`config.mk`:
```
export PLATFORM = sky130hd
export DESIGN_NAME = jk_bank_ctrl
export DESIGN_NICKNAME = d
export VERILOG_FILES = /design/src/rtl/jk_bank_ctrl_pkg.sv /design/src/rtl/jk_bank_ctrl_rr_arb2.sv /design/src/rtl/jk_bank_ctrl.sv
export SDC_FILE = /design/constraint.sdc
export NUM_CORES = 1
export LEC_CHECK = 0
export BUFFER_PORTS_ARGS = -buffer_cell sky130_fd_sc_hd__buf_2
export CAP_MARGIN = 10
export CORE_MARGIN = 10
export CORE_UTILIZATION = 44
export CTS_BUF_LIST = sky130_fd_sc_hd__clkbuf_16
export CTS_CLUSTER_SIZE = 40
export DETAILED_ROUTE_END_ITERATION = 6
export PLACE_DENSITY = 0.75
export SLEW_MARGIN = 20
export SYNTH_ARGS = -nofsm -noshare
export SYNTH_HDL_FRONTEND = slang
export SYNTH_SLANG_ARGS = --single-unit
```
`constraint.sdc`:
```
create_clock -name clk -period 2 [get_ports clk]
set_input_delay 0.4 -clock clk [delete_from_list [all_inputs] [get_ports clk]]
set_output_delay 0.4 -clock clk [all_outputs]
set_load 0.05 [all_outputs]
```
`src/rtl/jk_bank_ctrl_pkg.sv`:
```
// Shared op codes, FSM state encoding and helpers for the JK bank controller.
package jk_bank_ctrl_pkg;

  localparam logic [1:0] OP_HOLD = 2'b00;
  localparam logic [1:0] OP_CLR  = 2'b01;
  localparam logic [1:0] OP_SET  = 2'b10;
  localparam logic [1:0] OP_TOG  = 2'b11;

  typedef enum logic [2:0] {
    ST_INIT  = 3'd0,
    ST_IDLE  = 3'd1,
    ST_APPLY = 3'd2,
    ST_CAPT  = 3'd3,
    ST_RESP  = 3'd4
  } state_e;

  function automatic logic [15:0] sat_inc16(input logic [15:0] v);
    return (v == 16'hFFFF) ? v : v + 16'd1;
  endfunction

endpackage

```
`src/rtl/jk_bank_ctrl_rr_arb2.sv`:
```
// Two-input round-robin arbiter; after any grant the other input gets priority.
module rr_arb2 (
  input  logic       clk,
  input  logic       rst,
  input  logic [1:0] req,
  input  logic       adv,
  output logic [1:0] gnt
);

  // ptr_q = 0 favours req[0], 1 favours req[1]
  logic ptr_q;

  assign gnt[0] = req[0] & (~req[1] | ~ptr_q);
  assign gnt[1] = req[1] & (~req[0] |  ptr_q);

  always_ff @(posedge clk) begin
    if (rst) begin
      ptr_q <= 1'b0;
    end else if (adv) begin
      ptr_q <= gnt[0];
    end
  end

endmodule

```
`src/rtl/jk_bank_ctrl.sv`:
```
// Sequencer sharing an external JK flip-flop bank between two requesters, one command in flight.
// Optional JK_CTRL_STATS_EN adds saturating per-requester grant counters gnt_cnt0/gnt_cnt1.
module jk_bank_ctrl
  import jk_bank_ctrl_pkg::*;
#(
  parameter int NBITS = 8,
  parameter int IDXW  = 3
) (
  input  logic             clk,
  input  logic             rst,
  input  logic             req0_valid,
  output logic             req0_ready,
  input  logic [IDXW-1:0]  req0_idx,
  input  logic [1:0]       req0_op,
  input  logic             req1_valid,
  output logic             req1_ready,
  input  logic [IDXW-1:0]  req1_idx,
  input  logic [1:0]       req1_op,
  output logic             rsp_valid,
  input  logic             rsp_ready,
  output logic             rsp_src,
  output logic             rsp_q,
  output logic             rsp_err,
  output logic [NBITS-1:0] bank_j,
  output logic [NBITS-1:0] bank_k,
  input  logic [NBITS-1:0] bank_q,
`ifdef JK_CTRL_STATS_EN
  output logic [15:0]      gnt_cnt0,
  output logic [15:0]      gnt_cnt1,
`endif
  output logic             init_done
);

  state_e            state_q, state_d;
  logic              idle;
  logic              accept;
  logic [1:0]        arb_req;
  logic [1:0]        gnt;
  logic [IDXW-1:0]   win_idx;
  logic [1:0]        win_op;
  logic              src_q;
  logic [IDXW-1:0]   idx_q;
  logic [1:0]        op_q;
  logic [NBITS-1:0]  sel;
  logic              j_bit, k_bit;
  logic              rsp_src_q, rsp_qbit_q, rsp_err_q, init_done_q;

  // Gating with rst keeps ready low while reset would discard the command.
  assign idle    = (state_q == ST_IDLE) && !rst;
  assign arb_req = {req1_valid, req0_valid} & {2{idle}};
  assign accept  = |gnt;

  rr_arb2 u_arb (
    .clk (clk),
    .rst (rst),
    .req (arb_req),
    .adv (accept),
    .gnt (gnt)
  );

  assign req0_ready = gnt[0];
  assign req1_ready = gnt[1];
  assign win_idx    = gnt[1] ? req1_idx : req0_idx;
  assign win_op     = gnt[1] ? req1_op  : req0_op;

  // Out-of-range indices decode to an all-zero select: no drive, error flagged.
  always_comb begin
    sel = '0;
    for (int i = 0; i < NBITS; i++) begin
      sel[i] = (idx_q == IDXW'(i));
    end
  end

  always_comb begin
    j_bit = 1'b0;
    k_bit = 1'b0;
    case (op_q)
      OP_HOLD: begin j_bit = 1'b0; k_bit = 1'b0; end
      OP_CLR:  begin j_bit = 1'b0; k_bit = 1'b1; end
      OP_SET:  begin j_bit = 1'b1; k_bit = 1'b0; end
      OP_TOG:  begin j_bit = 1'b1; k_bit = 1'b1; end
    endcase
  end

  always_comb begin
    state_d = state_q;
    bank_j  = '0;
    bank_k  = '0;
    case (state_q)
      ST_INIT: begin
        bank_k  = '1;
        state_d = ST_IDLE;
      end
      ST_IDLE: begin
        if (accept) state_d = ST_APPLY;
      end
      ST_APPLY: begin
        bank_j  = sel & {NBITS{j_bit}};
        bank_k  = sel & {NBITS{k_bit}};
        state_d = ST_CAPT;
      end
      ST_CAPT: begin
        state_d = ST_RESP;
      end
      ST_RESP: begin
        if (rsp_ready) state_d = ST_IDLE;
      end
      default: begin
        state_d = ST_INIT;
      end
    endcase
  end

  always_ff @(posedge clk) begin
    if (rst) begin
      state_q     <= ST_INIT;
      init_done_q <= 1'b0;
      rsp_src_q   <= 1'b0;
      rsp_qbit_q  <= 1'b0;
      rsp_err_q   <= 1'b0;
    end else begin
      state_q <= state_d;
      if (state_q == ST_INIT) init_done_q <= 1'b1;
      if (state_q == ST_CAPT) begin
        rsp_src_q  <= src_q;
        rsp_qbit_q <= |(sel & bank_q);
        rsp_err_q  <= ~|sel;
      end
    end
  end

  // Command fields are captured only in the accept cycle.
  always_ff @(posedge clk) begin
    if (accept) begin
      src_q <= gnt[1];
      idx_q <= win_idx;
      op_q  <= win_op;
    end
  end

  assign rsp_valid = (state_q == ST_RESP);
  assign rsp_src   = rsp_src_q;
  assign rsp_q     = rsp_qbit_q;
  assign rsp_err   = rsp_err_q;
  assign init_done = init_done_q;

`ifdef JK_CTRL_STATS_EN
  logic [15:0] cnt0_q, cnt1_q;

  always_ff @(posedge clk) begin
    if (rst) begin
      cnt0_q <= '0;
      cnt1_q <= '0;
    end else begin
      if (gnt[0]) cnt0_q <= sat_inc16(cnt0_q);
      if (gnt[1]) cnt1_q <= sat_inc16(cnt1_q);
    end
  end

  assign gnt_cnt0 = cnt0_q;
  assign gnt_cnt1 = cnt1_q;
`endif

endmodule

```
After elaboration in Yosys (flattened, before gate mapping)
Index checks and enable logic that the tools add are counted.

Register bits after elaboration: 14. Bits in latches: 0. Memory bits (writable): 0. Memory bits (read-only): 0. Input port bits: 23. Output and inout port bits: 23. Word-level logic and storage cells: 59. Memories kept: 0.

Add/sub/neg operators: 0. Multipliers: 0. Div/mod/pow operators: 0. $lt $le $gt $ge: 0. Equal/unequal tests: 16. Shifts and indexed selects: 0. Multiplexer cells: 9. Bitwise operators: 11. Reduce and logical (&&, ||, !) cells: 14.

Operators by type and width (number): $and 8x8->8 (3); $pmux 8 s2 (1); $reduce_or 8->1 (2); $eq 3x3->1 const B (5); $pmux 3 s5 (1); $eq 3x2->1 const B (4); $reduce_or 2->1 (5); $mux 3 (3); $mux 8 (1); $eq 3x1->1 const B (2); $logic_not 3->1 (2); $eq 2x2->1 const B (2); $pmux 1 s2 (2); $not 1->1 (3); $and 1x1->1 (2); $and 2x2->2 (1); $eq 2x1->1 const B (1); $logic_not 1->1 (2); $logic_not 2->1 (1); $mux 2 (1); $ne 2x1->1 const B (1); $ne 2x2->1 const B (1); $or 1x1->1 (2); $reduce_and 2->1 (1); $logic_and 1x1->1 (1).

Depth between registers and ports, before layout
Depth after elaboration: 9. Gate-level depth with buffers: 4. Depth with buffers taken out: 3.

Cells and area by module
Synthesis repeated with hierarchy kept, for this count alone.

Cells, all modules: 87. Area, all modules: 834.6 µm².

By module, submodules not included: jk_bank_ctrl (instances 1, cells an instance 80, area each 767.0 µm², seq. area each 320.3 µm²); rr_arb2 (instances 1, cells an instance 7, area each 67.6 µm², seq. area each 20.0 µm²).

Worst setup path before layout
Ideal clock, no wire load.

Path type: reg2out. Start: register state_q[1]. End: output bank_j[4]. Arrival time: 1810 ps. Required time: 1600 ps. Slack: -210 ps. Stages on the path, launching flop included: 4. Buffers on the path: 0. Cells stage by stage: dfxtp_1 and4bb_2 nand2_1 nor3_1.

Cells in the longest elaborated chain, start to end: 2.

RTL lines: start: declaration (line jk_bank_ctrl.sv:34) `state_e state_q, state_d;`; start signal: assignment (line jk_bank_ctrl.sv:122) `state_q <= state_d;`; $eq 3x2->1 (line jk_bank_ctrl.sv:89) `case (state_q)`; $mux 8 (line jk_bank_ctrl.sv:89); end: declaration (line jk_bank_ctrl.sv:24) `output logic [NBITS-1:0] bank_j,`.

No other way between the ends.

Worst setup path in the final report
Start: register state_q[1]. End: output req0_ready.

Cells in the longest elaborated chain, start to end: 6.

RTL lines: $eq 3x1->1 (*) (line jk_bank_ctrl.sv:49) `assign idle = (state_q == ST_IDLE) && !rst;`; $logic_and 1x1->1 (*) (line jk_bank_ctrl.sv:49); $and 2x2->2 (*) (line jk_bank_ctrl.sv:50) `assign arb_req = {req1_valid, req0_valid} & {2{idle}};`; $not 1->1 (line jk_bank_ctrl_rr_arb2.sv:13) `assign gnt[0] = req[0] & (~req[1] | ~ptr_q);`; $or 1x1->1 (line jk_bank_ctrl_rr_arb2.sv:13); $and 1x1->1 (*) (line jk_bank_ctrl_rr_arb2.sv:13); end: declaration (line jk_bank_ctrl.sv:12) `output logic req0_ready,`.

Mark *: on every way between the ends. The rest lies on a longest branch, timed or not.

==> reports/results.txt <==
Area Overhead vs Synth -> 43.06%
Max-slew violation count -> 0
Logic gate share of total power -> 0.287
Reg2reg start -> state_q[1]$_SDFFE_PP0P_
Clock Skew -> 0.003390 ns
Antenna-violating nets left -> 0
Number of synthesized flops with an enable pin -> 6
Netlist cell types -> 30
Worst-path maximum fanout -> 6
PortBufs -> 45
Area contributors post-synth -> edfxtp_1 21%, dfxtp_1 18%, mux2_2 9.0%, a21oi_1 5.7%, nor2_1 4.7%
Clk pwr share -> 0.375
Reg2Reg Setup Slack -> 0.50 ns
Routability-driven placement congestion ratio -> 0.7367
Reg-to-Reg End -> idx_q[1]$_DFFE_PP_
Synth area leader -> edfxtp_1
Root buffer cell -> clkbuf_16
Placed cell area -> 1157 um^2
WS Path Type -> reg -> out
WP data required -> 1.60 ns
Adder-cell share of the synthesized area -> 0
Core area -> 1922 um^2
H-tree levels -> 1
Hold Path Class -> in -> reg
Vias/cell -> 4.971
Part of the cycle the worst path needs -> 0.9569
Die Y -> 64.59 um
Net Switching -> 324.8 uW
Pint -> 673.2 uW
Fill cells -> 171
Final setup violation count -> 0
Layout cells sized above 1 -> 0.5034
Pin count of the biggest net entering global routing -> 13
Tmin final -> 1.914 ns
Initial antenna violation count -> 0
Seq/Total Area, Yosys -> 0.3891
Placed Cells -> 167
Ys flop type -> dfxtp_1
Synthesized Nets -> 122
Yosys reg bits -> 14
Hold endpoint -> state_q[0]$_SDFFE_PP0P_
Non-Filler Instances -> 172
Peak supply drop -> 611.7 uV
Die W -> 64.59 um
Ys async rst share -> 0
Max frequency -> 0.5225 GHz
Leakage power -> 0.5711 nW
GRT Resource Usage Total -> 0.1153
Worst path arrival time -> 1.51 ns
Final Cell Area -> 1251 um^2
First-pass GRT wire length -> 4.036 mm
PwrDens -> 797.6 nW/um^2
Via count -> 855
Largest family of logic cells by synthesized area -> simple AND/OR/NAND/NOR gates
Most frequent cell after synthesis -> nor2_1
Fin nets -> 169
Worst-Margin Slew -> 0.3588 ns
Vias in the first global route -> 904
CTS tree -> done
Total power -> 997.9 uW
CP Launch Type -> flip-flop
GR Overflow Total -> 0
Final wirelength -> 2.430 mm
CTS Sinks -> 14
WL/cell -> 14.13 um
Most frequent cells after synthesis -> 11 x nor2_1, 10 x a21oi_1, 8 x dfxtp_1, 8 x nand2_1, 7 x mux2_2
Post-synthesis xor/xnor area fraction -> 0
Pre-antenna DRT Iters -> 2
Initial DRC count -> 18
Hold path depth -> 2
Worst reg-to-reg path cell count -> 3
Ant. Diodes -> 0
Post-Synth Simple-Gate Area -> 0.3004
Mux cell area share after synthesis -> 0.1359
# DRC -> 0
Clk_lat worst skew -> 0.24 ns
Sw Ratio -> 0.3254
Synth top area share -> 0.2060
RSZ-0062 raised after global routing -> false
Maxcap violations -> 0
Post-Syn Area -> 874.6 um^2
Dpl hpwl -> 1.943 mm
Hold Vio Cnt, Final -> 0
Gate Count Post-Synth -> 99
Run status -> completed
Synth Area in Compound Gates -> 0.1245
Critical Path End Type -> output pin
Final hold slack -> 0.4440 ns
Total CTS buffers -> 3
# rows -> 16
Syn Area/Cell -> 8.834 um^2
HP Start -> rst
IO Pins -> 46
Ys Warns -> 0
Sequential Power Share -> 0.338
Worst-case clock buffer depth -> 2
Clock slew at reported path FFs -> 0.05 ns
Rel. slew slack -> 0.7598
Die area -> 4171 um^2
Initial Util -> 0.4551
## placed cells by master (no fill, tap or decap), drive strengths merged, types with 2 or more instances in the layout
| cell type | instances |
|---|---|
| nor2b | 3 |
| inv | 4 |
| edfxtp | 6 |
| buf | 48 |
| dfxtp | 8 |
| clkbuf | 4 |
| nand2b | 3 |
| nor3 | 5 |
| nor2 | 11 |
| o21ai | 2 |
| a21oi | 10 |
| nor3b | 2 |
| nand2 | 8 |
| mux2 | 7 |
| mux2i | 4 |
| nand3 | 6 |
## flip-flops by register name (all words and copies together), names as in the netlist
register and cells:
idx_q 3, init_done 1, op_q 2, rsp_err 1, rsp_q 1, rsp_src 1
src_q 1, state_q 3, u_arb.ptr_q 1
## worst max-delay path, stage by stage, from the launching register on
cell and delay, ns:
dfxtp_2 0.36, nor4b_4 0.41, and3_1 0.23, buf_2 0.27
## power groups by stage
stage / Sequential [mW] / Combinational [mW] / Clock (mW)
floorplan: 0.351 / 0.201 / 0
global placement: 0.340 / 0.281 / 0
detailed placement: 0.341 / 0.285 / 0
CTS: 0.336 / 0.287 / 0.382
global route: 0.339 / 0.307 / 0.394
finish: 0.337 / 0.287 / 0.374
## metrics by stage
| stage | worst slack, ns | setup TNS [ns] | util |
|---|---|---|---|
| after global routing | 0.005110 | 0 | 0.6510 |
| after global placement | 0.2062 | 0 | 0.6022 |
| after detailed placement | 0.1669 | 0 | 0.6022 |
| after CTS | 0.001245 | 0 | 0.6432 |
| final | 0.08620 | 0 | 0.6510 |
| after floorplan | -0.06095 | -0.2341 | - |
## logic make-up (layout without fill, tap and decap cells)
kind of cell / after synthesis / count (layout)
compound gates: 18 / 18
buf+inv: 11 / 57
flops: 14 / 14
mux: 11 / 11
simple gates: 45 / 45
## routing by layer
layer / vias to the layer above / global-route usage / share of wire
met5: - / 0 / 0
met4: 0 / 0.03209 / 0.010
met3: 4 / 0.04811 / 0.072
met2: 23 / 0.2069 / 0.50
met1: 386 / 0.1204 / 0.42
li1: 442 / - / -
## worst max path at each step
stage / from / endpoint / slack (ns) / cells past startpoint
6_report: state_q[1]$_SDFFE_PP0P_ / req0_ready / 0.09 / 3
4_1_cts: state_q[0]$_SDFFE_PP0P_ / req1_ready / 0.001 / 4
3_3_place_gp: rst / req1_ready / 0.21 / 5
5_1_grt: state_q[2]$_SDFFE_PP0P_ / bank_j[7] / 0.005 / 4
3_5_place_dp: rst / req1_ready / 0.17 / 5
2_1_floorplan: idx_q[0]$_DFFE_PP_ / bank_k[4] / -0.06 / 4
## timing repair
item / CTS / global route
hold buffers: 0 / 0
buffers inserted: 0 / 1
endpoints found under the setup margin: 0 / 12
gates resized for setup: 0 / 5
## area by class of cell
class                   instances  area, um^2  area share
clock buffers                   3       75.07     0.06000
clock inverters                 1       3.754    0.003000
inverters                       4       15.01     0.01200
multi-input cells              74       520.5      0.4160
flip-flops and latches         14       342.8      0.2740
well taps                      27       33.78     0.02700
repair buffers                 49       260.3      0.2080
No activity file was read; power rests on OpenSTA's default activity.
